`config.mk`:
```
export PLATFORM = sky130hd
export DESIGN_NAME = sha256_msg_ctrl
export DESIGN_NICKNAME = d
export VERILOG_FILES = /design/src/rtl/sha256_pkg.sv /design/src/rtl/sha256_pad_word.sv /design/src/rtl/sha256_msg_ctrl.sv
export SDC_FILE = /design/constraint.sdc
export NUM_CORES = 2
export LEC_CHECK = 0
export ABC_AREA = 1
export CORE_ASPECT_RATIO = 1.75
export CORE_UTILIZATION = 30
export CTS_CLUSTER_DIAMETER = 40
export DETAILED_ROUTE_END_ITERATION = 7
export PLACE_DENSITY = 0.54
export REMOVE_ABC_BUFFERS = 1
export SLEW_MARGIN = 15
export SYNTH_ARGS = -nofsm -noshare
export SYNTH_HDL_FRONTEND = slang
export SYNTH_SLANG_ARGS = --single-unit
```
`constraint.sdc`:
```
create_clock -name clk -period 5.28 [get_ports clk]
set_input_delay 0.792 -clock clk [delete_from_list [all_inputs] [get_ports clk]]
set_output_delay 0.792 -clock clk [all_outputs]
set_load 0.03 [all_outputs]
```
`src/rtl/sha256_pkg.sv`:
```
// Shared types and limits for the SHA-256 message controller.
package sha256_pkg;

   localparam int MAX_BLOCKS = 4;
   localparam int MAX_BYTES  = MAX_BLOCKS * 64 - 9;
   localparam logic [7:0] PAD_BYTE = 8'h80;

   typedef enum logic [1:0] {
      ABSORB = 2'd0,
      LAUNCH = 2'd1,
      SERVE  = 2'd2
   } ctrl_state_t;

   // Padded block count: message + 0x80 + 8-byte length, rounded up to 64 bytes.
   function automatic logic [7:0] calc_num_blocks(input logic [7:0] len);
      logic [8:0] t;
      t = {1'b0, len} + 9'd72;
      return {5'b0, t[8:6]};
   endfunction

endpackage

```
`src/rtl/sha256_pad_word.sv`:
```
// Combinational padded-word generator: maps a word address onto message bytes,
// the 0x80 marker, zero fill and the trailing big-endian bit length.
module sha256_pad_word
   import sha256_pkg::*;
(
   input  logic [7:0]  i_buf [MAX_BYTES],
   input  logic [7:0]  i_len,
   input  logic [7:0]  i_num_blocks,
   input  logic [5:0]  i_addr,
   output logic [31:0] o_word
);

   logic [13:0] w_total;
   logic [10:0] w_len_bits;

   assign w_total    = {i_num_blocks, 6'b0};
   assign w_len_bits = {i_len, 3'b000};

   for (genvar k = 0; k < 4; k++) begin : g_byte
      logic [13:0] w_idx;
      logic [13:0] w_rem;
      logic [7:0]  w_byte;

      assign w_idx = {6'b0, i_addr, 2'b00} + 14'(k);
      // Distance from the last byte of the padded message; only the final two carry length bits.
      assign w_rem = w_total - 14'd1 - w_idx;

      always_comb begin
         w_byte = 8'h00;
         if (w_idx >= w_total)
            w_byte = 8'h00;
         else if (w_idx < {6'b0, i_len})
            w_byte = i_buf[w_idx[7:0]];
         else if (w_idx == {6'b0, i_len})
            w_byte = PAD_BYTE;
         else if (w_rem == 14'd0)
            w_byte = w_len_bits[7:0];
         else if (w_rem == 14'd1)
            w_byte = {5'b0, w_len_bits[10:8]};
      end

      assign o_word[31-8*k -: 8] = w_byte;
   end

endmodule

```
`src/rtl/sha256_msg_ctrl.sv`:
```
// Message controller: absorbs a byte stream, launches the compression loop and
// serves padded 32-bit message words on request.
//
// state  | meaning
// ABSORB | accepting message bytes into the buffer
// LAUNCH | start/enable held until the loop reports busy
// SERVE  | answering word requests until hash_valid
module sha256_msg_ctrl
   import sha256_pkg::*;
(
   input  logic        clk,
   input  logic        rst_n,
   input  logic        in_valid,
   input  logic [7:0]  in_data,
   input  logic        in_keep,
   input  logic        in_last,
   output logic        in_ready,
   output logic        start,
   output logic        enable,
   output logic [7:0]  num_blocks,
   input  logic        req_word,
   input  logic [5:0]  word_address,
   output logic [31:0] word_data,
   output logic        word_valid,
   input  logic        busy,
   input  logic        hash_valid,
   output logic        msg_error,
   output logic        ctrl_busy
);

   ctrl_state_t r_state;
   logic [7:0]  r_len;
   logic        r_err;
   logic        r_start;
   logic [7:0]  r_num_blocks;
   logic        r_word_valid;
   logic [31:0] r_word_data;
   logic        r_msg_error;
   logic [7:0]  r_buf [MAX_BYTES];

   logic        w_accept;
   logic        w_full;
   logic        w_store;
   logic [7:0]  w_len_next;
   logic        w_err_next;
   logic [31:0] w_pad_word;

   assign w_accept   = in_valid && (r_state == ABSORB);
   assign w_full     = (r_len == 8'(MAX_BYTES));
   assign w_store    = w_accept && in_keep && !w_full;
   assign w_len_next = r_len + {7'b0, w_store};
   assign w_err_next = r_err || (w_accept && in_keep && w_full);

   // Buffer is never cleared; bytes at or beyond r_len are never selected.
   always_ff @(posedge clk) begin
      if (w_store)
         r_buf[r_len] <= in_data;
   end

   sha256_pad_word u_pad (
      .i_buf        (r_buf),
      .i_len        (r_len),
      .i_num_blocks (r_num_blocks),
      .i_addr       (word_address),
      .o_word       (w_pad_word)
   );

   always_ff @(posedge clk or negedge rst_n) begin
      if (!rst_n) begin
         r_state      <= ABSORB;
         r_len        <= 8'd0;
         r_err        <= 1'b0;
         r_start      <= 1'b0;
         r_num_blocks <= 8'd0;
         r_word_valid <= 1'b0;
         r_word_data  <= 32'd0;
         r_msg_error  <= 1'b0;
      end else begin
         r_msg_error <= 1'b0;
         case (r_state)
            ABSORB: begin
               r_word_valid <= 1'b0;
               if (w_accept) begin
                  r_len <= w_len_next;
                  r_err <= w_err_next;
                  if (in_last) begin
                     if (w_err_next) begin
                        r_msg_error <= 1'b1;
                        r_len       <= 8'd0;
                        r_err       <= 1'b0;
                     end else begin
                        r_num_blocks <= calc_num_blocks(w_len_next);
                        r_start      <= 1'b1;
                        r_state      <= LAUNCH;
                     end
                  end
               end
            end
            LAUNCH: begin
               if (busy) begin
                  r_start <= 1'b0;
                  r_state <= SERVE;
               end
            end
            SERVE: begin
               // A request seen while a word is presented is dropped; the loop re-requests.
               if (hash_valid) begin
                  r_word_valid <= 1'b0;
                  r_len        <= 8'd0;
                  r_state      <= ABSORB;
               end else if (req_word && !r_word_valid) begin
                  r_word_valid <= 1'b1;
                  r_word_data  <= w_pad_word;
               end else begin
                  r_word_valid <= 1'b0;
               end
            end
            default: r_state <= ABSORB;
         endcase
      end
   end

   assign in_ready   = (r_state == ABSORB);
   assign ctrl_busy  = (r_state == LAUNCH) || (r_state == SERVE);
   assign start      = r_start;
   assign enable     = r_start;
   assign num_blocks = r_num_blocks;
   assign word_valid = r_word_valid;
   assign word_data  = r_word_data;
   assign msg_error  = r_msg_error;

endmodule

```
Yosys cells after proc, flatten, opt, wreduce, memory -nomap -nowiden:

Index checks and enable logic that the tools add are counted.

* register bits after elaboration: 2025
* bits of input ports: 22
* output and inout bits: 46
* logic and storage cells: 384

* add/sub/neg operators: 10
* order comparisons: 14
* equality and inequality tests: 16
* muxes and demuxes: 59
* bitwise operators: 7
* reduce and logical (&&, ||, !) cells: 23

Operators by type and width (count)
* 1976-bit bitwise mux: 1
* 8-bit binary-select mux with 8-bit select: 4
* 8-bit two-way mux: 29
* 8-bit demux with 8-bit select: 1
* 14-bit by 1-bit equality test with 1-bit output, second input constant: 4
* 14-bit zero test: 4
* 9-bit >= comparator, second input constant: 5
* 8-bit NOT with 9-bit output: 5
* 14-bit by 8-bit equality test with 1-bit output: 3
* 14-bit by 9-bit >= comparator with 1-bit output: 3
* 14-bit by 8-bit less-than comparator with 1-bit output: 3
* 14-bit subtractor: 3
* 8-bit by 2-bit adder with 9-bit output, second input constant: 2
* 8-bit one-hot mux with 2 select lines: 1
* 14-bit by 8-bit subtractor with 14-bit output: 1
* 3-bit two-way mux: 4
* 1-bit two-way mux: 11
* 2-bit two-way mux: 5
* 5-bit AND reduction: 2
* 9-bit by 1-bit subtractor with 10-bit output, second input constant: 1
* 8-bit by 1-bit adder with 9-bit output, second input constant: 1
* 8-bit by 7-bit adder with 9-bit output, second input constant: 1
* 8-bit by 9-bit >= comparator with 1-bit output: 1
* 9-bit by 1-bit less-than comparator with 1-bit output, second input constant: 1
* other kinds (19): 33

Logic depth before layout (Yosys ltp):

* depth in word-level cells: 9
* mapped depth: 17
* gate-level depth less buffers: 17

Cells and area by module:

A second synthesis with hierarchy kept.

* cells, all modules: 6935
* area, all modules: 83019.6 um2

By module, submodules not included
* sha256_msg_ctrl: times used 1, cells each 2538, area each 63174.3 um2, sequential area each 60563.1 um2
* sha256_pad_word: times used 1, cells each 4397, area each 19845.3 um2, sequential area each 0.0 um2

Worst setup path after synthesis:

No wires, ideal clock.

* kind: input port to flip-flop
* start: input word_address[5]
* end: register r_word_data[10], in the netlist word_data[10]
* library setup time: 66 ps
* arrival: 3073 ps
* required time: 5214 ps
* slack: 2141 ps
* stages on the path: 15
* buffers on the path: 3
* path through: clkbuf_1 -> inv_1 -> clkbuf_1 -> clkbuf_1 -> ha_1 -> a21oi_1 -> nand2_1 -> ha_1 -> nor3_1 -> nand4_1 -> nor2_1 -> nand3_1 -> nand2_1 -> nand2_1 -> nand2_1

* cells in the longest elaborated chain, start to end: 8
* elaborated cells between the ends (all ways): 16
* those cells by class: add/sub: 2; order compare: 2; eq/ne: 2; mux: 8; bitwise: 1; reduce/logical: 1

Ends and longest elaborated chain
* start, declared: line sha256_msg_ctrl.sv:22 `input logic [5:0] word_address,`
* 8-bit by 2-bit adder with 9-bit output (*): line sha256_pad_word.sv:24 `assign w_idx = {6'b0, i_addr, 2'b00} + 14'(k);`
* 14-bit subtractor: line sha256_pad_word.sv:26 `assign w_rem = w_total - 14'd1 - w_idx;`
* 14-bit by 1-bit equality test with 1-bit output: line sha256_pad_word.sv:38 `else if (w_rem == 14'd1)`
* 3-bit two-way mux: line sha256_pad_word.sv:38
* 8-bit two-way mux: line sha256_pad_word.sv:36 `else if (w_rem == 14'd0)`
* 8-bit two-way mux: line sha256_pad_word.sv:34 `else if (w_idx == {6'b0, i_len})`
* 8-bit two-way mux: line sha256_pad_word.sv:32 `else if (w_idx < {6'b0, i_len})`
* 8-bit two-way mux (*): line sha256_pad_word.sv:30 `if (w_idx >= w_total)`
* end signal, assigned: line sha256_msg_ctrl.sv:113 `r_word_data <= w_pad_word;`
* end, declared: line sha256_msg_ctrl.sv:37 `logic [31:0] r_word_data;`

Mark *: on every way between the ends. The rest lies on a longest branch, timed or not. The select of a mux whose other input is x is not followed.
A chain may end at the register's enable or synchronous reset.

Final worst setup path:

* start: register r_state[0]
* end: register r_buf[397] (netlist bit), enable pin

* cells in the longest elaborated chain, start to end: 4

Ends and longest elaborated chain
* start, declared: line sha256_msg_ctrl.sv:31 `ctrl_state_t r_state;`
* start signal, assigned: line sha256_msg_ctrl.sv:70 `r_state <= ABSORB;`
* start signal, assigned: line sha256_msg_ctrl.sv:94 `r_state <= LAUNCH;`
* start signal, assigned: line sha256_msg_ctrl.sv:102 `r_state <= SERVE;`
* 2-bit zero test: line sha256_msg_ctrl.sv:48 `assign w_accept = in_valid && (r_state == ABSORB);`
* 1-bit logical AND: line sha256_msg_ctrl.sv:48
* 1-bit logical AND (2 in series): line sha256_msg_ctrl.sv:50 `assign w_store = w_accept && in_keep && !w_full;`
* end signal, assigned by index: line sha256_msg_ctrl.sv:57 `r_buf[r_len] <= in_data;`
* end, declared: line sha256_msg_ctrl.sv:39 `logic [7:0] r_buf [MAX_BYTES];`

No other way between the ends.

==> results.cfg <==
[run_status]
outcome = complete, no violations

[synthesis]
synth.top_cell.area_share_pct = 72.1
synth_top_family_by_area = simple AND/OR/NAND/NOR gates
synth-compound-area-share_pct = 4.68
synth.area.mux_share_pct = 0
synth_seq_cells = 2025
synth.distinct_cells = 43
ys_seq_area_share_pct = 73.5
synth_area_leader_cell = edfxtp_1
syn-cell-area_um2 = 82400
yosys_warnings = 0
synth_xor_area_share_pct = 0.0425
synth_top_cells_by_area = edfxtp_1, nand3_1, nand2_1, nor2_1, o21ai_0
avgSynthCellArea_um2 = 12.0
yosys.area_share.simple_pct = 17.4
synthCells = 6839
synthAdderAreaFrac_pct = 0.313

[final_layout]
syn2layout_area_growth_pct = 14.1
drive_gt1_share_pct = 8.87
regArea_um2 = 60600
multi_input_area_um2 = 18600
nFillCells = 26785
finalInstanceArea_um2 = 94000
fin_cells = 10670
nNetsFinal = 6977

[timing]
final-setup-viol-count = 0
fmax_ghz = 0.286
period_needed_ns = 3.49
drv_slew = 0
finalWorstSetupSlack_ns = 1.79
grt_setup_unrepaired = no
worst_pin_slew_ns = 1.18
slew_headroom_pct = 20.5
fin_setup_tns_ns = 0
fin_crit_sh_pct = 66.1
fin_worst_skew_ns = 0.0480
hold_viol = 0

[floorplanning]
rows = 254
design.core.area_um2 = 273000
dieArea_um2 = 277000
die_h_um = 695
io_pins = 68
start_util_pct = 30.1
chipWidth_um = 398

[drt]
met1_length_um = 94700
ant_nets = 0
drtPass1Iterations = 8
viasPerCell = 5.02
met2_length_um = 135000
highest_layer = met4
drcViolationCount = 0
wl_met3_um = 12000
drt-total-wl_um = 256000
avgRoutedWirePerCell_um = 24.0
route.vias.total = 53544
first_iter_violations = 4484

[power_and_ir_drop]
p_int_mw = 26.3
combPwrFrac_pct = 9.6
swShare_pct = 25.4
p_leak_nw = 32.4
p_seq_share_pct = 51.3
clkPwrFrac_pct = 39.1
switchingPower_mw = 8.95
ir_drop_v = 0.000244
power_density_nw_per_um2 = 375

[setup_path]
worstSetupEndpointType = flop
crit_type = reg -> reg
crit_arrival_ns = 3.99
required_ns = 5.77
start_kind = flop
crit_path_max_fanout = 15

[job]
cap_violations = 0

[grt]
grt_pass1_wl_um = 369000
grt_pass1_vias = 54268
grt.overflow.total = 0
grt.total_usage_pct = 18.1
grt_max_degree = 145
antenna_found_initial = 5

[placement]
routabilityCongestion = 0.881
placed_cells = 10326
port_buffers = 62
dp_hpwl_um = 158000
pre_cts_slack_ns = 1.23
placed_area_um2 = 87800

[clock_tree]
clk_pin_slew_ns = 0.06
htree_levels = 4
clk_path_buf_depth = 4
cts_tree = yes
cts-root-buf = clkbuf_16
insertion_delay_ns = 0.88
cts_num_sinks = 2025
tritoncts.num_buffers = 190

[min_path]
hold_path.class = in -> reg
[placed cells by master (no fill, tap or decap), types with 24 or more instances in the layout]
cell	n
edfxtp_1	1976
nand2_1	1309
nand3_1	1017
nor2_1	954
o21ai_0	348
inv_1	258
buf_4	246
clkbuf_16	195
o22ai_1	119
a21oi_1	82
nand4_1	66
o2111ai_1	66
dfrtp_1	49
clkdlybuf4s50_1	47
clkinv_1	39
clkinv_2	38
buf_12	34
o21ai_1	26
clkbuf_1	24
[cell usage after synthesis (all sizes together)]
master   number
edfxtp     1976
nand2      1326
nand3      1017
nor2        959
o21ai       374
buf         329
inv         270
o22ai       119
clkbuf      112
a21oi        82
nand4        66
o2111ai      66
dfrtp        49
o211ai       23
ha           19
or2          18
nor3         13
a31oi         4
xor2          3
a22oi         2
nand3b        2
nor3b         2
a211oi        1
a21o          1
clkinv        1
conb          1
fa            1
o21a          1
o41ai         1
xnor2         1
[what timing repair did]
item,4_1_cts,5_1_grt
hold buffers,1,0
endpoints found under the hold margin,22,0
buffers inserted,0,0
resized for setup,0,0
[registers in the layout (all words and copies together), names as in the netlist]
| name | count |
|---|---|
| num_blocks | 3 |
| r_err | 1 |
| r_len | 8 |
| msg_error | 1 |
| enable | 1 |
| word_valid | 1 |
| r_buf | 1976 |
| r_state | 2 |
| word_data | 32 |
[critical path: stages (launching register included)]
cell	delay (ns)
dfrtp_1	0.40
inv_1	0.09
ha_1	0.24
nand2_1	0.12
nor2_1	0.37
nand2_1	0.26
inv_1	0.16
nand3_1	0.20
nor2_1	0.26
inv_2	0.34
nor2_1	0.65
[cells by family after synthesis]
group,Yosys count
compound gates,674
xor+xnor,4
fa+ha+maj,20
buf+inv,712
flops,2025
other cells,1
simple gates,3403
[per-stage QoR]
| step | hold WS, ns | utilization, % | power, mW |
|---|---|---|---|
| CTS | 0.279 | 34.4 | 35.4 |
| floorplan | 0.478 | - | 19.9 |
| global route | 0.294 | 34.4 | 36.1 |
| detailed placement | 0.469 | 32.1 | 21.8 |
| finish | 0.288 | 34.4 | 35.2 |
| global placement | 0.464 | 32.1 | 21.8 |
[power groups by stage]
stage,registers (mW),logic (mW),clock network (mW)
floorplan,18.5,1.37,0
global placement,18.4,3.40,0
detailed placement,18.4,3.40,0
CTS,18.1,3.41,13.9
global route,18.1,3.63,14.4
finish,18.1,3.39,13.8
[final timing paths]
| path | from | to | slack (ns) | depth (start not counted) |
|---|---|---|---|---|
| worst max-delay path | r_state[0] | r_buf[397] | 1.79 | 10 |
| worst min-delay path | in_data[7] | r_buf[1103] | 0.29 | 1 |
| worst max register to register | r_state[0] | r_buf[397] | 1.79 | 10 |
| worst min register to register | word_data[29] | word_data[29] | 0.49 | 2 |
| max in group asynchronous | rst_n | word_data[4] | 3.82 | 3 |
| min in group asynchronous | rst_n | word_data[13] | 0.54 | 2 |
[routing by layer]
metal,vias to the layer above,track usage [%]
met3,537,1.94
li1,24391,-
met5,-,0
met2,1781,33.3
met4,0,10.0
met1,26835,20.3
[area by class of cell]
| class | instances | share of cell area [%] |
|---|---|---|
| clock inverters | 121 | 1.22 |
| multi-input cells | 4106 | 19.8 |
| well taps | 3584 | 4.77 |
| repair buffers | 341 | 3.38 |
| flip-flops and latches | 2025 | 64.4 |
| inverters | 271 | 1.11 |
| clock buffers | 219 | 5.29 |
| diodes | 3 | 0.00799 |
(Power assumes the default switching activity.)
